[src/rtl/muldiv_controller.sv]
// Iterative multiply/divide unit with HI/LO result registers.
// Radix-2 shift-add multiply and restoring divide, one step per clock, sign fixed up at the end.
module muldiv_controller #(
    parameter int WIDTH = 32
) (
    input  logic             clk,
    input  logic             reset,
    input  logic             start,
    input  logic [2:0]       op,
    input  logic [WIDTH-1:0] a,
    input  logic [WIDTH-1:0] b,
    output logic             busy,
    output logic             done,
    output logic [WIDTH-1:0] hi,
    output logic [WIDTH-1:0] lo,
    output logic             div_by_zero
);

    localparam int CW = (WIDTH > 1) ? $clog2(WIDTH) : 1;

    localparam logic [2:0] OP_MULT  = 3'b000;
    localparam logic [2:0] OP_MULTU = 3'b001;
    localparam logic [2:0] OP_DIV   = 3'b010;
    localparam logic [2:0] OP_DIVU  = 3'b011;
    localparam logic [2:0] OP_MTHI  = 3'b100;
    localparam logic [2:0] OP_MTLO  = 3'b101;

    typedef enum logic [1:0] {
        IDLE,
        RUN,
        FIX
    } state_t;

    state_t             state;
    logic [CW-1:0]      cnt;
    logic [2*WIDTH-1:0] acc;     // mult: {partial product, multiplier}; div: {remainder, quotient}
    logic [WIDTH-1:0]   opnd;    // multiplicand or divisor magnitude
    logic               is_div;
    logic               neg_q;   // negate product / quotient
    logic               neg_r;   // negate remainder

    logic               signed_op;
    logic               sign_a;
    logic               sign_b;
    logic [WIDTH-1:0]   mag_a;
    logic [WIDTH-1:0]   mag_b;
    logic [WIDTH:0]     add_sum;
    logic [WIDTH:0]     shifted;
    logic [WIDTH:0]     diff;
    logic [2*WIDTH-1:0] acc_next;
    logic [2*WIDTH-1:0] prod_fix;
    logic [WIDTH-1:0]   quot_fix;
    logic [WIDTH-1:0]   rem_fix;

    assign busy = (state != IDLE);

    // NOTE: every variable assigned here gets a default first so no latch is inferred.
    always_comb begin
        signed_op = (op == OP_MULT) || (op == OP_DIV);
        sign_a    = signed_op & a[WIDTH-1];
        sign_b    = signed_op & b[WIDTH-1];
        mag_a     = sign_a ? -a : a;
        mag_b     = sign_b ? -b : b;

        add_sum   = {1'b0, acc[2*WIDTH-1:WIDTH]} + (acc[0] ? {1'b0, opnd} : '0);
        shifted   = acc[2*WIDTH-1:WIDTH-1];
        diff      = shifted - {1'b0, opnd};

        acc_next  = {add_sum, acc[WIDTH-1:1]};
        if (is_div) begin
            if (diff[WIDTH])
                acc_next = {shifted[WIDTH-1:0], acc[WIDTH-2:0], 1'b0};
            else
                acc_next = {diff[WIDTH-1:0], acc[WIDTH-2:0], 1'b1};
        end

        prod_fix  = neg_q ? -acc : acc;
        quot_fix  = neg_q ? -acc[WIDTH-1:0] : acc[WIDTH-1:0];
        rem_fix   = neg_r ? -acc[2*WIDTH-1:WIDTH] : acc[2*WIDTH-1:WIDTH];
    end

    // NOTE: sequential state uses non-blocking assignments only, so every flop sees pre-edge values.
    always_ff @(posedge clk) begin
        done <= 1'b0;
        if (reset) begin
            state       <= IDLE;
            cnt         <= '0;
            hi          <= '0;
            lo          <= '0;
            done        <= 1'b0;
            div_by_zero <= 1'b0;
        end else begin
            case (state)
                IDLE: begin
                    if (start) begin
                        case (op)
                            OP_MULT, OP_MULTU: begin
                                acc         <= {{WIDTH{1'b0}}, mag_b};
                                opnd        <= mag_a;
                                is_div      <= 1'b0;
                                neg_q       <= sign_a ^ sign_b;
                                neg_r       <= 1'b0;
                                cnt         <= '0;
                                div_by_zero <= 1'b0;
                                state       <= RUN;
                            end
                            OP_DIV, OP_DIVU: begin
                                if (b == '0) begin
                                    div_by_zero <= 1'b1;
                                    done        <= 1'b1;
                                end else begin
                                    acc         <= {{WIDTH{1'b0}}, mag_a};
                                    opnd        <= mag_b;
                                    is_div      <= 1'b1;
                                    neg_q       <= sign_a ^ sign_b;
                                    neg_r       <= sign_a;
                                    cnt         <= '0;
                                    div_by_zero <= 1'b0;
                                    state       <= RUN;
                                end
                            end
                            OP_MTHI: hi <= a;
                            OP_MTLO: lo <= a;
                            default: ;
                        endcase
                    end
                end
                RUN: begin
                    acc <= acc_next;
                    cnt <= cnt + 1'b1;
                    if (cnt == CW'(WIDTH - 1))
                        state <= FIX;
                end
                FIX: begin
                    if (is_div) begin
                        hi <= rem_fix;
                        lo <= quot_fix;
                    end else begin
                        hi <= prod_fix[2*WIDTH-1:WIDTH];
                        lo <= prod_fix[WIDTH-1:0];
                    end
                    done  <= 1'b1;
                    state <= IDLE;
                end
                default: state <= IDLE;
            endcase
        end
    end

endmodule

[config.mk]
export PLATFORM = sky130hd
export DESIGN_NAME = muldiv_controller
export DESIGN_NICKNAME = d
export VERILOG_FILES = /design/src/rtl/muldiv_controller.sv
export SDC_FILE = /design/constraint.sdc
export NUM_CORES = 1
export LEC_CHECK = 0
export BUFFER_PORTS_ARGS = -buffer_cell sky130_fd_sc_hd__buf_4
export CORE_MARGIN = 4
export CORE_UTILIZATION = 35
export DETAILED_ROUTE_END_ITERATION = 16
export GPL_TIMING_DRIVEN = 0
export SLEW_MARGIN = 5
export SYNTH_ARGS = -nofsm -noshare
export SYNTH_HDL_FRONTEND = slang
export SYNTH_SLANG_ARGS = --single-unit
[constraint.sdc]
create_clock -name clk -period 6.8 [get_ports clk]
set_input_delay 1.02 -clock clk [delete_from_list [all_inputs] [get_ports clk]]
set_output_delay 1.02 -clock clk [all_outputs]
set_load 0.01 [all_outputs]
==> impl_metrics.env, run 1 <==
export IMPL_start_util_pct=35.4
export IMPL_grt_busiest_layer="met2"
export IMPL_final_setup_skew_ns=0.00990
export IMPL_fillers=4258
export IMPL_hold_viol=0
export IMPL_netlist_area_um2=14800
export IMPL_nets=2081
export IMPL_remaining_drc_errors=0
export IMPL_reg2reg_depth=13
export IMPL_min_from="div_by_zero"
export IMPL_syn_num_nets=1926
export IMPL_gr_usage_met3_pct=3.28
export IMPL_synth_seq_cells=172
export IMPL_power_leakage_nw=6.88
export IMPL_max_freq_mhz=208
export IMPL_dpl_hpwl_um=45900
export IMPL_p_switching_uw=962
export IMPL_clock_sinks=172
export IMPL_wl_per_cell_um=23.2
export IMPL_worst_path_max_fanout=10
export IMPL_use_met2_pct=41.8
export IMPL_grt_antenna_before_repair=0
export IMPL_clk_latency_ns=0.46
export IMPL_grt_pass1_wl_um=86500
export IMPL_hp_class="reg2reg"
export IMPL_syn_inst=1784
export IMPL_maxCapViolCount=0
export IMPL_final_util_pct=40.9
export IMPL_postRouteAntennaNets=0
export IMPL_worstReg2RegEnd="acc[59]"
export IMPL_seq_area_frac_synth_pct=29.9
export IMPL_syn_avg_cell_area_um2=8.32
export IMPL_rsz0062_at_grt="no"
export IMPL_clk_pin_slew_worst_paths_ns=0.07
export IMPL_num_rows=75
export IMPL_place_inst=2459
export IMPL_multi_input_area_um2=9750
export IMPL_die_area_um2=45800
export IMPL_arrival_ns=5.01
export IMPL_cts_buffer_depth=2
export IMPL_die_w_um=214
export IMPL_maxSlewViolCount=0
export IMPL_io_buffers=133
export IMPL_drt_iter0_drc=1386
export IMPL_totalWireLength_um=57800
export IMPL_critPathKind="reg2reg"
export IMPL_grt_pass1_vias=14406
export IMPL_cts_tree="done"
export IMPL_cts_resized=0
export IMPL_drive_gt1_share_pct=10.8
export IMPL_ys_types=81
export IMPL_instances_no_fill=2491
export IMPL_setup_viol=0
export IMPL_layout_setup_ws_ns=1.99
export IMPL_gp_congestion=1.02
export IMPL_track_usage_pct=24.3
export IMPL_stdcell_area_um2=17200
export IMPL_r2r_slack_ns=1.99
export IMPL_comb_power_share_pct=25.0
export IMPL_antenna_cells=0
export IMPL_seq_power_share_pct=41.4
export IMPL_firstDrtPassIters=6
export IMPL_min_to="div_by_zero"
export IMPL_cts_hold_buffers=0
export IMPL_area_growth_pct=15.5
export IMPL_grtUsageMet1_pct=30.9
export IMPL_grt_start_max_net_pins=29
export IMPL_fin_crit_ns=4.81
export IMPL_ys_flop_type="edfxtp_1"
export IMPL_cts_setup_buffers=0
export IMPL_htreeDepth=4
export IMPL_pre_cts_ws_ns=2.07
export IMPL_synth_edff_count=99
export IMPL_regArea_um2=4430
export IMPL_grt_overflow=0
export IMPL_cts_buffers=17
export IMPL_via_per_inst=5.82
export IMPL_hold_ws_ns=0.493
export IMPL_async_reset_ff_share_pct=0
export IMPL_end_kind="flip-flop"
export IMPL_powerDensity_nw_per_um2=171
export IMPL_synth_warnings=0
export IMPL_die_y_um=214
export IMPL_hold_path_depth=2
export IMPL_finalCritPeriodShare_pct=70.8
export IMPL_start_kind="flip-flop"
export IMPL_io_pins=137
export IMPL_fin_tns_setup_ns=0
export IMPL_vias=14509
export IMPL_design_power_total_mw=2.93
export IMPL_worst_pin_slew_ns=1.27
export IMPL_core_area_um2=41900
export IMPL_relSlewSlack_pct=14.3
export IMPL_clock_root_buffer="clkbuf_16"
export IMPL_crit_required_ns=6.99
export IMPL_post_dp_cell_area_um2=16600
export IMPL_sw_frac_of_total_pct=32.8
export IMPL_clockPowerShare_pct=33.6
export IMPL_outcome="finished clean"
export IMPL_ir_drop_mv=0.129
export IMPL_rr_startpoint="acc[0]"
export IMPL_intPower_mw=1.97
cell usage after synthesis, types with 17 or more instances:
| master | number | area (µm²) |
|---|---|---|
| nor3_1 | 28 | 140 |
| nor2_1 | 180 | 676 |
| or3_1 | 19 | 119 |
| nand2b_1 | 23 | 144 |
| o31ai_1 | 26 | 195 |
| ha_1 | 70 | 876 |
| a21oi_1 | 180 | 901 |
| mux2i_1 | 146 | 1460 |
| a211oi_1 | 71 | 533 |
| nand3_1 | 32 | 160 |
| dfxtp_1 | 73 | 1460 |
| and3_1 | 17 | 106 |
| a21o_1 | 26 | 195 |
| o21ai_0 | 105 | 526 |
| xnor2_1 | 108 | 946 |
| nor2b_1 | 18 | 113 |
| edfxtp_1 | 99 | 2970 |
| inv_1 | 64 | 240 |
| xor2_1 | 56 | 490 |
| nand2_1 | 145 | 544 |
| clkbuf_1 | 65 | 244 |
worst max path at each step:
stage	start	end	depth (start not counted)
after floorplan	b[0]	acc[0]	8
after global placement	b[0]	acc[37]	9
after detailed placement	acc[0]	acc[59]	13
after CTS	acc[0]	acc[59]	13
after global routing	acc[0]	acc[59]	13
final	acc[0]	acc[59]	13
metal layers:
metal  vias to the layer above  wire length [µm]
li1                       6829                 -
met1                      6929             24100
met2                       625             27900
met4                         0              2140
met5                         -                 0
met3                       126              3660
sequential cells by signal, indices dropped and copies added (netlist names):
| name | flops |
|---|---|
| neg_r | 1 |
| cnt | 5 |
| state | 2 |
| done | 1 |
| lo | 32 |
| opnd | 32 |
| acc | 64 |
| neg_q | 1 |
| div_by_zero | 1 |
| is_div | 1 |
| hi | 32 |
cell usage in the layout, fill, tap and decap left out, drive strengths merged, types with 10 or more instances in the layout:
| master | instances |
|---|---|
| or4 | 15 |
| xnor2 | 108 |
| o21ai | 107 |
| nand2b | 23 |
| o41ai | 10 |
| mux2i | 146 |
| a21o | 26 |
| or3 | 20 |
| inv | 68 |
| dfxtp | 73 |
| nand4 | 12 |
| nor3 | 29 |
| nand2 | 145 |
| o31ai | 26 |
| nand3 | 32 |
| ha | 70 |
| nor4 | 17 |
| a21oi | 181 |
| nor2 | 180 |
| buf | 160 |
| a31oi | 13 |
| nor2b | 18 |
| a211oi | 71 |
| xor2 | 56 |
| edfxtp | 99 |
| o21a | 12 |
| clkbuf | 97 |
| and3 | 19 |
| and2 | 15 |
critical path, cell delays in order (launching register included):
cell,delay [ns]
edfxtp_1,0.49
inv_1,0.35
clkbuf_1,0.56
nor2_1,0.18
fa_1,0.48
a21o_1,0.23
a221oi_1,0.53
o21ba_2,0.30
o21ai_0,0.20
a31oi_1,0.35
nand2_1,0.21
and4b_1,0.24
o31ai_1,0.28
o21ai_0,0.13
cell families (layout without fill, tap and decap cells):
kind of cell / count (synthesis) / after routing / share of synthesized area [%]
mux: 148 / 148 / 10.0
flops: 172 / 172 / 29.9
xor+xnor: 164 / 164 / 9.68
fa+ha+maj: 72 / 72 / 6.17
simple gates: 557 / 557 / 18.4
compound gates: 509 / 509 / 21.4
buf+inv: 162 / 330 / 4.57
layout make-up:
type / count / area share (%)
buffer: 97 / 2.53
clock buffer: 24 / 2.94
clock inverter: 8 / 0.314
inverter: 65 / 1.42
multi-input combinational: 1450 / 56.8
sequential: 172 / 25.9
tap: 539 / 3.93
timing repair buffer: 136 / 6.17
power by group through the flow:
stage	combinational (mW)	clock [mW]	sequential (mW)
after CTS	0.721	0.982	1.21
final	0.733	0.984	1.21
after detailed placement	0.716	0	1.23
after global routing	0.796	1.02	1.22
after global placement	0.704	0	1.24
after floorplan	0.477	0	1.22
(Power assumes the default switching activity.)
==> inputs of run 2 (changes only) <==
ABC_AREA = 1   (was default)
clock period = 4.4 ns   (was 6.8 ns; I/O delays follow)
==> run 2 against run 1 <==
Compared with the run above:
- critical endpoint unchanged
- via count up 42%
- largest power group is now combinational logic
- critical path depth up 2
- synthesized cell count up 66%
- first-iteration DRC count up 76%
- highest routed layer is now met5
- worst setup slack worse by 1.1 ns
==> impl_metrics.env, run 2 <==
export IMPL_die_area_um2=53700
export IMPL_cts_setup_buffers=0
export IMPL_die_w_um=232
export IMPL_critical_path_most_common_cell="nand2_1"
export IMPL_clk_pin_slew_worst_paths_ns=0.08
export IMPL_synth_top_area_share_pct=18.4
export IMPL_totalWireLength_um=79900
export IMPL_critPathTopFamily="buffers and inverters"
export IMPL_ir_drop_mv=0.187
export IMPL_num_rows=81
export IMPL_clock_root_buffer="clkbuf_16"
export IMPL_layout_common_cells="nand2_1 (860), inv_1 (428), nor2_1 (322)"
export IMPL_clk_latency_ns=0.47
export IMPL_antenna_cells=0
export IMPL_seq_area_frac_synth_pct=25.3
export IMPL_largest_reg_flops=64
export IMPL_start_kind="flip-flop"
export IMPL_arrival_ns=3.69
export IMPL_io_pins=137
export IMPL_cts_buffers=17
export IMPL_max_freq_mhz=286
export IMPL_grt_pass1_wl_um=116000
export IMPL_cts_tree="done"
export IMPL_ys_types=48
export IMPL_io_buffers=136
export IMPL_power_leakage_nw=9.74
export IMPL_final_setup_skew_ns=0.0126
export IMPL_clock_sinks=172
export IMPL_track_usage_pct=28.8
export IMPL_syn_num_nets=3106
export IMPL_netlist_area_um2=17500
export IMPL_synth_warnings=0
export IMPL_wl_met2_um=35600
export IMPL_wl_met3_um=7090
export IMPL_grt_antenna_before_repair=1
export IMPL_vias=20653
export IMPL_synth_common_cells="nand2_1 (860), inv_1 (428), nor2_1 (324)"
export IMPL_firstDrtPassIters=6
export IMPL_worst_pin_slew_ns=1.07
export IMPL_yosysMostFrequentCell="nand2_1"
export IMPL_start_util_pct=35.6
export IMPL_final_util_pct=40.8
export IMPL_area_growth_pct=14.6
export IMPL_critPathKind="reg2reg"
export IMPL_drive_gt1_share_pct=8.39
export IMPL_async_reset_ff_share_pct=0
export IMPL_hold_viol=0
export IMPL_worst_path_max_delay_cell="clkbuf_1"
export IMPL_synth_seq_cells=172
export IMPL_fillers=5556
export IMPL_grt_pass1_vias=19020
export IMPL_synth_edff_count=99
export IMPL_grt_start_max_net_pins=34
export IMPL_core_area_um2=49200
export IMPL_dpl_hpwl_um=66900
export IMPL_yosysTopAreaCell="nand2_1"
export IMPL_stdcell_area_um2=20100
export IMPL_via_per_inst=5.44
export IMPL_layout_setup_ws_ns=0.907
export IMPL_cts_buffer_depth=2
export IMPL_wl_met1_um=33800
export IMPL_outcome="finished clean"
export IMPL_maxCapViolCount=0
export IMPL_drt_iter0_drc=2436
export IMPL_htreeDepth=4
export IMPL_pre_cts_ws_ns=0.991
export IMPL_cts_hold_buffers=0
export IMPL_setup_viol=0
export IMPL_remaining_drc_errors=0
export IMPL_rsz0062_at_grt="no"
export IMPL_highest_layer="met5"
export IMPL_regMostFlops="acc"
export IMPL_maxSlewViolCount=0
export IMPL_cts_resized=0
export IMPL_slowest_delay_ns=0.52
export IMPL_nets=3264
export IMPL_wl_per_cell_um=21.0
export IMPL_postRouteAntennaNets=0
export IMPL_powerDensity_nw_per_um2=304
export IMPL_path_buf_inv=3
export IMPL_finalCritPeriodShare_pct=79.4
export IMPL_end_kind="flip-flop"
export IMPL_hp_class="reg2reg"
export IMPL_gp_congestion=1.01
export IMPL_post_dp_cell_area_um2=19400
export IMPL_grt_overflow=0
export IMPL_fin_crit_ns=3.49
export IMPL_synth_area_top_cells="nand2_1 (18%), edfxtp_1 (17%), inv_1 (9.2%)"
export IMPL_hold_ws_ns=0.469
export IMPL_layout_commonest_cell="nand2_1"
export IMPL_worst_path_max_fanout=10
export IMPL_crit_required_ns=4.60
export IMPL_die_y_um=232
export IMPL_syn_avg_cell_area_um2=5.91
export IMPL_ys_flop_type="edfxtp_1"
export IMPL_syn_inst=2964
export IMPL_crit_chain="buf_2 > clkbuf_1 > nand2_1 > inv_1 > ha_1 > fa_1 > nand3_1 > nand2_1 > a21oi_1 > o21ai_0 > nand2_1 > nand2_1 > nand2_1 > nand3_1 > a21oi_2"
export IMPL_relSlewSlack_pct=28.8
run 2: cell count changes in the layout (fill, tap and decap cells not counted), moves of 22 or more:
| cell | previous run | this run |
|---|---|---|
| nand4_1 | 11 | 37 |
| a31oi_1 | 13 | 40 |
| mux2i_1 | 146 | 0 |
| o21ai_0 | 105 | 201 |
| xnor2_1 | 108 | 9 |
| o31ai_1 | 26 | 2 |
| a21oi_1 | 180 | 202 |
| nor2_1 | 179 | 322 |
| nand3_1 | 32 | 278 |
| a211oi_1 | 71 | 0 |
| inv_1 | 64 | 428 |
| nand2b_1 | 23 | 0 |
| nand2_2 | 0 | 22 |
| nand2_1 | 145 | 860 |
run 2: tightest hold or removal path: stages (launching register included):
cell	delay (ns)
dfxtp_1	0.32
nand2_1	0.06
a21oi_1	0.05
run 2: metrics by stage:
stage	TNS [ns]	power, mW	cells
6_report	0	6.09	3799
5_1_grt	0	6.40	3799
4_1_cts	0	6.04	3799
3_5_place_dp	0	4.39	3767
3_3_place_gp	-58.91	4.39	3764
2_1_floorplan	0	3.51	2964
run 2: logic make-up after synthesis:
family | count (synthesis) | share of synthesized area [%]
AO/OA/AOI/OAI | 514 | 15.9
XOR/XNOR | 63 | 3.15
adder cells (fa/ha/maj) | 72 | 5.23
buffers and inverters | 533 | 11.7
flip-flops | 172 | 25.3
AND/OR/NAND/NOR | 1610 | 38.7
run 2: final cells by class:
class,instances,area (µm²),area share (%)
multi-input combinational,2259,11000,55.0
timing repair buffer,139,1080,5.39
sequential,172,4430,22.1
clock inverter,15,200,0.998
inverter,439,1650,8.21
tap,664,831,4.14
clock buffer,17,425,2.12
buffer,94,405,2.02
run 2: metal layers:
layer	track usage, %	vias up
li1	-	9953
met1	38.5	9506
met2	46.1	1024
met3	5.38	168
met4	11.5	2
met5	0	-
run 2: power breakdown:
group,internal (mW),switching [mW]
combinational,0.722,1.66
sequential,1.87,0.175
clock,0.831,0.837
run 2: path summary, 6_finish.rpt:
check               from       to  slack [ns]  depth (start not counted)
setup / recovery  acc[0]  acc[59]        0.91                         15
hold / removal    cnt[4]   cnt[4]        0.47                          2
setup reg to reg  acc[0]  acc[59]        0.91                         15
hold reg to reg   cnt[4]   cnt[4]        0.47                          2
